[src/rtl/wb_commit_buffer_pkg.sv]
// Shared types and constants for the writeback commit buffer.
// Entry layout width helper and the exception codes used by the CSR unit.
package wb_commit_buffer_pkg;

    localparam logic [5:0] ECODE_INT  = 6'h00;
    localparam logic [5:0] ECODE_ADEF = 6'h08;
    localparam logic [5:0] ECODE_ALE  = 6'h09;
    localparam logic [5:0] ECODE_SYS  = 6'h0B;
    localparam logic [5:0] ECODE_BRK  = 6'h0C;
    localparam logic [5:0] ECODE_INE  = 6'h0D;

    // gr_we, dest, result, pc, badv, ex, ecode, badv_we, ertn
    function automatic int wb_entry_wd(int data_w, int ecode_w);
        return 1 + 5 + data_w + 32 + 32 + 1 + ecode_w + 1 + 1;
    endfunction

    localparam int WB_ENTRY_WD = wb_entry_wd(32, 6);

    typedef enum logic [1:0] {
        RET_NONE = 2'd0,
        RET_RF   = 2'd1,
        RET_EX   = 2'd2,
        RET_ERTN = 2'd3
    } retire_kind_e;

endpackage

[src/rtl/wb_commit_buffer_if.sv]
// Handshake/bus bundle between memory stage, commit buffer, RF/CSR and decode.
// Forwarding signals exist only when WB_FWD_EN is defined.
interface wb_commit_buffer_if #(
    parameter int DATA_W  = 32,
    parameter int ECODE_W = 6
);
    logic                in_valid;
    logic                in_allowin;
    logic                in_gr_we;
    logic [4:0]          in_dest;
    logic [DATA_W-1:0]   in_result;
    logic [31:0]         in_pc;
    logic [31:0]         in_badv;
    logic                in_ex;
    logic [ECODE_W-1:0]  in_ecode;
    logic                in_badv_we;
    logic                in_ertn;
    logic                has_int;
    logic                retire_ready;
    logic                rf_we;
    logic [4:0]          rf_waddr;
    logic [DATA_W-1:0]   rf_wdata;
    logic                ex_req;
    logic [ECODE_W-1:0]  ex_ecode;
    logic [31:0]         ex_pc;
    logic [31:0]         ex_badv;
    logic                ex_badv_we;
    logic                ertn_req;
    logic                flush;
    logic                busy;
`ifdef WB_FWD_EN
    logic [4:0]          fwd_raddr1;
    logic [4:0]          fwd_raddr2;
    logic                fwd_hit1;
    logic                fwd_hit2;
    logic [DATA_W-1:0]   fwd_data1;
    logic [DATA_W-1:0]   fwd_data2;
`endif

    modport slave (
        input  in_valid, in_gr_we, in_dest, in_result, in_pc, in_badv,
               in_ex, in_ecode, in_badv_we, in_ertn, has_int, retire_ready,
        output in_allowin, rf_we, rf_waddr, rf_wdata, ex_req, ex_ecode,
               ex_pc, ex_badv, ex_badv_we, ertn_req, flush, busy
`ifdef WB_FWD_EN
        , input fwd_raddr1, fwd_raddr2,
        output fwd_hit1, fwd_hit2, fwd_data1, fwd_data2
`endif
    );

    modport master (
        output in_valid, in_gr_we, in_dest, in_result, in_pc, in_badv,
               in_ex, in_ecode, in_badv_we, in_ertn, has_int, retire_ready,
        input  in_allowin, rf_we, rf_waddr, rf_wdata, ex_req, ex_ecode,
               ex_pc, ex_badv, ex_badv_we, ertn_req, flush, busy
`ifdef WB_FWD_EN
        , output fwd_raddr1, fwd_raddr2,
        input  fwd_hit1, fwd_hit2, fwd_data1, fwd_data2
`endif
    );

endinterface

[src/rtl/wb_commit_buffer_fwd_lookup.sv]
// Priority scan over commit-buffer entries for one decode read port.
// Module name wb_fwd_lookup; only instantiated when WB_FWD_EN is defined.
module wb_fwd_lookup #(
    parameter int DATA_W = 32,
    parameter int DEPTH  = 2,
    parameter int PTR_W  = $clog2(DEPTH)
) (
    input  logic [DEPTH-1:0]  cand_i,
    input  logic [4:0]        dest_i   [DEPTH],
    input  logic [DATA_W-1:0] result_i [DEPTH],
    input  logic [PTR_W-1:0]  head_i,
    input  logic [4:0]        raddr_i,
    output logic              hit_o,
    output logic [DATA_W-1:0] data_o
);

    logic [PTR_W-1:0] idx;

    // Walk oldest to youngest and let later matches overwrite, so the youngest wins.
    always_comb begin
        hit_o  = 1'b0;
        data_o = '0;
        idx    = head_i;
        for (int i = 0; i < DEPTH; i++) begin
            idx = head_i + PTR_W'(i);
            if (cand_i[idx] && (dest_i[idx] == raddr_i) && (raddr_i != 5'd0)) begin
                hit_o  = 1'b1;
                data_o = result_i[idx];
            end
        end
    end

endmodule

[src/rtl/wb_commit_buffer.sv]
// DEPTH-entry in-order writeback/commit buffer with head-of-queue exception/ertn/interrupt handling.
// Define WB_FWD_EN to add combinational result forwarding to the two decode read ports.
module wb_commit_buffer
    import wb_commit_buffer_pkg::*;
#(
    parameter int DATA_W  = 32,
    parameter int DEPTH   = 2,
    parameter int ECODE_W = 6
) (
    input  logic             clk,
    input  logic             reset,
    wb_commit_buffer_if.slave bus
);

    localparam int PTR_W = $clog2(DEPTH);
    localparam int CNT_W = PTR_W + 1;

    logic [PTR_W-1:0]   head_q, head_d, tail_q, tail_d;
    logic [CNT_W-1:0]   count_q, count_d;
    logic [DEPTH-1:0]   valid_q, valid_d;

    logic [DEPTH-1:0]   gr_we_q, ex_q, badv_we_q, ertn_q;
    logic [4:0]         dest_q   [DEPTH];
    logic [DATA_W-1:0]  result_q [DEPTH];
    logic [31:0]        pc_q     [DEPTH];
    logic [31:0]        badv_q   [DEPTH];
    logic [ECODE_W-1:0] ecode_q  [DEPTH];

    logic         retire;
    logic         accept;
    retire_kind_e kind;

    // Classify what the head does this cycle; an interrupt outranks everything.
    always_comb begin
        retire = valid_q[head_q] & bus.retire_ready;
        kind   = RET_NONE;
        if (retire) begin
            if (ex_q[head_q] | bus.has_int) begin
                kind = RET_EX;
            end else if (ertn_q[head_q]) begin
                kind = RET_ERTN;
            end else begin
                kind = RET_RF;
            end
        end
    end

    assign bus.rf_we      = (kind == RET_RF) & gr_we_q[head_q] & (dest_q[head_q] != 5'd0);
    assign bus.rf_waddr   = bus.rf_we ? dest_q[head_q] : 5'd0;
    assign bus.rf_wdata   = bus.rf_we ? result_q[head_q] : '0;
    assign bus.ex_req     = (kind == RET_EX);
    assign bus.ex_ecode   = !bus.ex_req ? '0 :
                            bus.has_int ? ECODE_W'(ECODE_INT) : ecode_q[head_q];
    assign bus.ex_pc      = bus.ex_req ? pc_q[head_q] : 32'd0;
    assign bus.ex_badv    = bus.ex_req ? badv_q[head_q] : 32'd0;
    assign bus.ex_badv_we = bus.ex_req & badv_we_q[head_q] & ~bus.has_int;
    assign bus.ertn_req   = (kind == RET_ERTN);
    assign bus.flush      = bus.ex_req | bus.ertn_req;
    assign bus.busy       = (count_q != '0);
    assign bus.in_allowin = (count_q < CNT_W'(DEPTH)) | retire;
    assign accept         = bus.in_valid & bus.in_allowin & ~bus.flush;

    // Retire clears before accept sets, so a full buffer can swap head and tail slot.
    always_comb begin
        head_d  = head_q;
        tail_d  = tail_q;
        count_d = count_q;
        valid_d = valid_q;
        if (bus.flush) begin
            head_d  = '0;
            tail_d  = '0;
            count_d = '0;
            valid_d = '0;
        end else begin
            if (retire) begin
                valid_d[head_q] = 1'b0;
                head_d          = head_q + PTR_W'(1);
            end
            if (accept) begin
                valid_d[tail_q] = 1'b1;
                tail_d          = tail_q + PTR_W'(1);
            end
            unique case ({accept, retire})
                2'b10:   count_d = count_q + CNT_W'(1);
                2'b01:   count_d = count_q - CNT_W'(1);
                default: count_d = count_q;
            endcase
        end
    end

    always_ff @(posedge clk) begin
        if (reset) begin
            head_q  <= '0;
            tail_q  <= '0;
            count_q <= '0;
            valid_q <= '0;
        end else begin
            head_q  <= head_d;
            tail_q  <= tail_d;
            count_q <= count_d;
            valid_q <= valid_d;
        end
    end

    always_ff @(posedge clk) begin
        if (accept) begin
            gr_we_q[tail_q]   <= bus.in_gr_we;
            dest_q[tail_q]    <= bus.in_dest;
            result_q[tail_q]  <= bus.in_result;
            pc_q[tail_q]      <= bus.in_pc;
            badv_q[tail_q]    <= bus.in_badv;
            ex_q[tail_q]      <= bus.in_ex;
            ecode_q[tail_q]   <= bus.in_ecode;
            badv_we_q[tail_q] <= bus.in_badv_we;
            ertn_q[tail_q]    <= bus.in_ertn;
        end
    end

`ifdef WB_FWD_EN
    logic [DEPTH-1:0] fwd_cand;
    assign fwd_cand = valid_q & gr_we_q & ~ex_q & ~ertn_q;

    wb_fwd_lookup #(.DATA_W(DATA_W), .DEPTH(DEPTH)) u_fwd1 (
        .cand_i   (fwd_cand),
        .dest_i   (dest_q),
        .result_i (result_q),
        .head_i   (head_q),
        .raddr_i  (bus.fwd_raddr1),
        .hit_o    (bus.fwd_hit1),
        .data_o   (bus.fwd_data1)
    );

    wb_fwd_lookup #(.DATA_W(DATA_W), .DEPTH(DEPTH)) u_fwd2 (
        .cand_i   (fwd_cand),
        .dest_i   (dest_q),
        .result_i (result_q),
        .head_i   (head_q),
        .raddr_i  (bus.fwd_raddr2),
        .hit_o    (bus.fwd_hit2),
        .data_o   (bus.fwd_data2)
    );
`endif

endmodule

[src/flat_wrapper.sv]
// flat-port wrapper written by rule: the top's interface ports become plain ports
module wb_commit_buffer_flat import wb_commit_buffer_pkg::*;
#(
    parameter int DATA_W  = 32,
    parameter int DEPTH   = 2,
    parameter int ECODE_W = 6
)
  (clk, reset, bus_in_valid, bus_in_gr_we, bus_in_dest, bus_in_result, bus_in_pc, bus_in_badv, bus_in_ex, bus_in_ecode, bus_in_badv_we, bus_in_ertn, bus_has_int, bus_retire_ready, bus_in_allowin, bus_rf_we, bus_rf_waddr, bus_rf_wdata, bus_ex_req, bus_ex_ecode, bus_ex_pc, bus_ex_badv, bus_ex_badv_we, bus_ertn_req, bus_flush, bus_busy);
  wb_commit_buffer_if #(.DATA_W(DATA_W), .ECODE_W(ECODE_W)) bus_i ();
  input  logic clk;
  input  logic reset;
  input wire logic [$bits(bus_i.in_valid)-1:0] bus_in_valid;
  input wire logic [$bits(bus_i.in_gr_we)-1:0] bus_in_gr_we;
  input wire logic [$bits(bus_i.in_dest)-1:0] bus_in_dest;
  input wire logic [$bits(bus_i.in_result)-1:0] bus_in_result;
  input wire logic [$bits(bus_i.in_pc)-1:0] bus_in_pc;
  input wire logic [$bits(bus_i.in_badv)-1:0] bus_in_badv;
  input wire logic [$bits(bus_i.in_ex)-1:0] bus_in_ex;
  input wire logic [$bits(bus_i.in_ecode)-1:0] bus_in_ecode;
  input wire logic [$bits(bus_i.in_badv_we)-1:0] bus_in_badv_we;
  input wire logic [$bits(bus_i.in_ertn)-1:0] bus_in_ertn;
  input wire logic [$bits(bus_i.has_int)-1:0] bus_has_int;
  input wire logic [$bits(bus_i.retire_ready)-1:0] bus_retire_ready;
  output wire logic [$bits(bus_i.in_allowin)-1:0] bus_in_allowin;
  output wire logic [$bits(bus_i.rf_we)-1:0] bus_rf_we;
  output wire logic [$bits(bus_i.rf_waddr)-1:0] bus_rf_waddr;
  output wire logic [$bits(bus_i.rf_wdata)-1:0] bus_rf_wdata;
  output wire logic [$bits(bus_i.ex_req)-1:0] bus_ex_req;
  output wire logic [$bits(bus_i.ex_ecode)-1:0] bus_ex_ecode;
  output wire logic [$bits(bus_i.ex_pc)-1:0] bus_ex_pc;
  output wire logic [$bits(bus_i.ex_badv)-1:0] bus_ex_badv;
  output wire logic [$bits(bus_i.ex_badv_we)-1:0] bus_ex_badv_we;
  output wire logic [$bits(bus_i.ertn_req)-1:0] bus_ertn_req;
  output wire logic [$bits(bus_i.flush)-1:0] bus_flush;
  output wire logic [$bits(bus_i.busy)-1:0] bus_busy;
  assign bus_i.in_valid = bus_in_valid;
  assign bus_i.in_gr_we = bus_in_gr_we;
  assign bus_i.in_dest = bus_in_dest;
  assign bus_i.in_result = bus_in_result;
  assign bus_i.in_pc = bus_in_pc;
  assign bus_i.in_badv = bus_in_badv;
  assign bus_i.in_ex = bus_in_ex;
  assign bus_i.in_ecode = bus_in_ecode;
  assign bus_i.in_badv_we = bus_in_badv_we;
  assign bus_i.in_ertn = bus_in_ertn;
  assign bus_i.has_int = bus_has_int;
  assign bus_i.retire_ready = bus_retire_ready;
  assign bus_in_allowin = bus_i.in_allowin;
  assign bus_rf_we = bus_i.rf_we;
  assign bus_rf_waddr = bus_i.rf_waddr;
  assign bus_rf_wdata = bus_i.rf_wdata;
  assign bus_ex_req = bus_i.ex_req;
  assign bus_ex_ecode = bus_i.ex_ecode;
  assign bus_ex_pc = bus_i.ex_pc;
  assign bus_ex_badv = bus_i.ex_badv;
  assign bus_ex_badv_we = bus_i.ex_badv_we;
  assign bus_ertn_req = bus_i.ertn_req;
  assign bus_flush = bus_i.flush;
  assign bus_busy = bus_i.busy;
  wb_commit_buffer #(.DATA_W(DATA_W), .DEPTH(DEPTH), .ECODE_W(ECODE_W)) u_core (.clk(clk), .reset(reset), .bus(bus_i));
endmodule
[config.mk]
export PLATFORM = sky130hd
export DESIGN_NAME = wb_commit_buffer_flat
export DESIGN_NICKNAME = d
export VERILOG_FILES = /design/src/rtl/wb_commit_buffer_pkg.sv /design/src/rtl/wb_commit_buffer_if.sv /design/src/rtl/wb_commit_buffer_fwd_lookup.sv /design/src/rtl/wb_commit_buffer.sv /design/src/flat_wrapper.sv
export SDC_FILE = /design/constraint.sdc
export NUM_CORES = 1
export LEC_CHECK = 0
export ABC_AREA = 1
export BUFFER_PORTS_ARGS = -buffer_cell sky130_fd_sc_hd__buf_2
export CORE_UTILIZATION = 40
export CTS_CLUSTER_SIZE = 24
export DETAILED_ROUTE_END_ITERATION = 7
export GPL_ROUTABILITY_DRIVEN = 0
export HOLD_SLACK_MARGIN = 0.05
export PLACE_DENSITY = 0.63
export SYNTH_ARGS = -nofsm -noshare
export SYNTH_HDL_FRONTEND = slang
export SYNTH_SLANG_ARGS = --single-unit
[constraint.sdc]
create_clock -name clk -period 5.1 [get_ports clk]
set_input_delay 0.765 -clock clk [delete_from_list [all_inputs] [get_ports clk]]
set_output_delay 0.765 -clock clk [all_outputs]
set_load 0.005 [all_outputs]
==> results.sh <==
export IMPL_row_count=54
export IMPL_skew_ps=4.79
export IMPL_dr_total_vias=5376
export IMPL_nFillCells=1907
export IMPL_die_area_um2=22800
export IMPL_syn2layout_area_growth_pct=23.6
export IMPL_antenna_found_initial=0
export IMPL_avgSynthCellArea_um2=14.3
export IMPL_fin_hold_ws_ps=445
export IMPL_fin_ws_ps=1200
export IMPL_start_util_pct=40.8
export IMPL_rsz0062_at_grt="no"
export IMPL_ir_drop_mv=0.389
export IMPL_io_buffers=229
export IMPL_r2r_start="u_core.head_q$_SDFFE_PP0P_"
export IMPL_final_util_pct=50.4
export IMPL_postCtsHoldBufs=0
export IMPL_min_period_over_period_pct=76.5
export IMPL_ys_seq_area_share_pct=76.7
export IMPL_cp_arrival_ps=3140
export IMPL_insertedDiodeCount=0
export IMPL_fmaxAchievable_ghz=0.256
export IMPL_viasPerCell=4.67
export IMPL_place_ws_ps=1650
export IMPL_drive_gt1_share_pct=35.7
export IMPL_yosys_warnings=0
export IMPL_critPathKind="reg -> out"
export IMPL_cts_htree_levels=1
export IMPL_routed_wirelength_um=17700
export IMPL_power_internal_mw=3.64
export IMPL_setup_violations=0
export IMPL_drv_cap=0
export IMPL_min_period_ps=3900
export IMPL_synth_cell_type_count=28
export IMPL_hpwl_um=11300
export IMPL_cts_sinks=229
export IMPL_maxSlewHeadroom_pct=47.3
export IMPL_power_share_sequential_pct=51.5
export IMPL_power_frac_clock_pct=31.1
export IMPL_hold_class="in -> reg"
export IMPL_worst_endpoint_required_ps=4340
export IMPL_comb_power_share_pct=17.4
export IMPL_cts_buffer_depth=3
export IMPL_fp_dieW_um=151
export IMPL_multi_input_area_um2=1800
export IMPL_cts_buffers_inserted=24
export IMPL_first_iter_violations=281
export IMPL_switchingPower_mw=1.38
export IMPL_clk_pin_slew_worst_paths_ps=60
export IMPL_syn_cell_area_um2=8870
export IMPL_wl_per_cell_um=15.4
export IMPL_finalSetupTns_ps=0
export IMPL_worst_slew_pin_slew_ps=791
export IMPL_antenna_left=0
export IMPL_mostFrequentLayoutCells="buf_2, edfxtp_1, nand2_1, a21oi_1, mux2i_1"
export IMPL_grt_ovfl_total=0
export IMPL_hold_viol=0
export IMPL_drc=0
export IMPL_grt_pass1_wl_um=26000
export IMPL_postCtsSetupBuffers=0
export IMPL_nets=968
export IMPL_seq_area_um2=6810
export IMPL_cts_tree="done"
export IMPL_synth_seq_cells=229
export IMPL_grt_pass1_vias=4983
export IMPL_cts_root_buf="clkbuf_16"
export IMPL_synth_cells=621
export IMPL_clock_latency_ps=500
export IMPL_die_h_um=151
export IMPL_cp_max_fo=60
export IMPL_status="complete, no violations"
export IMPL_pin_count=230
export IMPL_power_density_nw_per_um2=458
export IMPL_syn_nets=737
export IMPL_track_usage_pct=14.9
export IMPL_cts_resized=0
export IMPL_core_um2=21800
export IMPL_p_leak_nw=4.35
export IMPL_mostFrequentLayoutCell="buf_2"
export IMPL_worstSetupEndpointType="primary output"
export IMPL_hp_start="bus_in_badv[10]"
export IMPL_switching_share_pct=27.4
export IMPL_slew_violations=0
export IMPL_drtPass1Iterations=4
export IMPL_grt_max_degree=61
export IMPL_power_mw=5.02
export IMPL_startpoint_type="register"
[cells by family (layout without fill, tap and decap cells)]
logic type             Yosys count  in the layout  share of synthesized area (%)
AO/OA/AOI/OAI                   84             84                           5.02
multiplexers                    33             33                           3.72
flip-flops                     229            229                           76.7
AND/OR/NAND/NOR                228            228                           11.6
buffers and inverters           47            296                           2.91
[Yosys cell counts]
cell type  number  area, um2
edfxtp_1      222       6670
nand2_1       174        653
a21oi_1        78        390
mux2i_1        33        330
nor2_2         20        125
clkbuf_1       16       60.1
inv_1          13       48.8
nor2_1         12       45.0
nor2_4         10        113
buf_6           8       90.1
dfxtp_1         7        140
nand3_1         6       30.0
buf_2           3       15.0
clkinv_1        2       7.51
inv_2           2       7.51
o21ai_0         2       10.0
or2_2           2       12.5
a21boi_1        1       7.51
a31oi_4         1       21.3
buf_4           1       7.51
buf_8           1       15.0
inv_4           1       6.26
nand2_2         1       6.26
nand3_4         1       17.5
nand4_4         1       21.3
nor3_1          1       5.00
o21ai_2         1       8.76
o21bai_1        1       7.51
[final timing paths]
path                                    endpoint  slack [ps]  cells after the start
setup reg to reg  u_core.badv_q[0][12]$_DFFE_PP_        2500                      7
hold / removal    u_core.badv_q[0][10]$_DFFE_PP_         450                      1
hold reg to reg     u_core.valid_q[1]$_SDFF_PP0_         480                      2
setup / recovery                bus_rf_wdata[26]        1200                      8
[layout make-up]
cell class	instances	area share [%]
inverters	18	0.685
clock buffers	29	5.85
clock inverters	15	0.628
repair buffers	234	11.0
well taps	280	3.20
multi-input cells	345	16.5
flip-flops and latches	229	62.1
[per-layer routing]
metal	share of wire, %	vias up	GRT usage, %
li1	-	2672	-
met1	42	2459	19.2
met2	46	216	23.8
met3	11	29	5.51
met4	1.5	0	3.60
met5	0	-	0
[power by group through the flow]
stage                     clock network, mW  logic [mW]  registers [mW]
after global routing                   1.66       0.983            2.62
final                                  1.56       0.873            2.58
after CTS                              1.60       0.897            2.59
after floorplan                           0       0.610            2.60
after detailed placement                  0       0.893            2.63
after global placement                    0       0.887            2.62
[worst max-delay path, cell delays in order (launching register included)]
cell and delay (ps):
dfxtp_4 840, inv_2 500, nand2_1 160, nand2_1 80, nor2_1 180, a31oi_4 130, inv_4 460, nor2_1 90
buf_2 150
[flip-flops by register name, indices dropped and copies added (netlist names), named ones only]
register,cells
u_core.dest_q,10
u_core.result_q,64
u_core.head_q,1
u_core.tail_q,1
u_core.gr_we_q,2
u_core.valid_q,2
u_core.ertn_q,2
u_core.ex_q,2
u_core.badv_we_q,2
u_core.pc_q,64
u_core.badv_q,64
u_core.ecode_q,12
u_core.count_q,2
[through the flow]
stage / std cells / area, um2
4_1_cts: 1150 / 11000
6_report: 1150 / 11000
3_3_place_gp: 1106 / 10200
2_1_floorplan: 621 / 8870
3_5_place_dp: 1106 / 10200
5_1_grt: 1150 / 11000
Note: power is estimated with default switching activity, not from simulation.
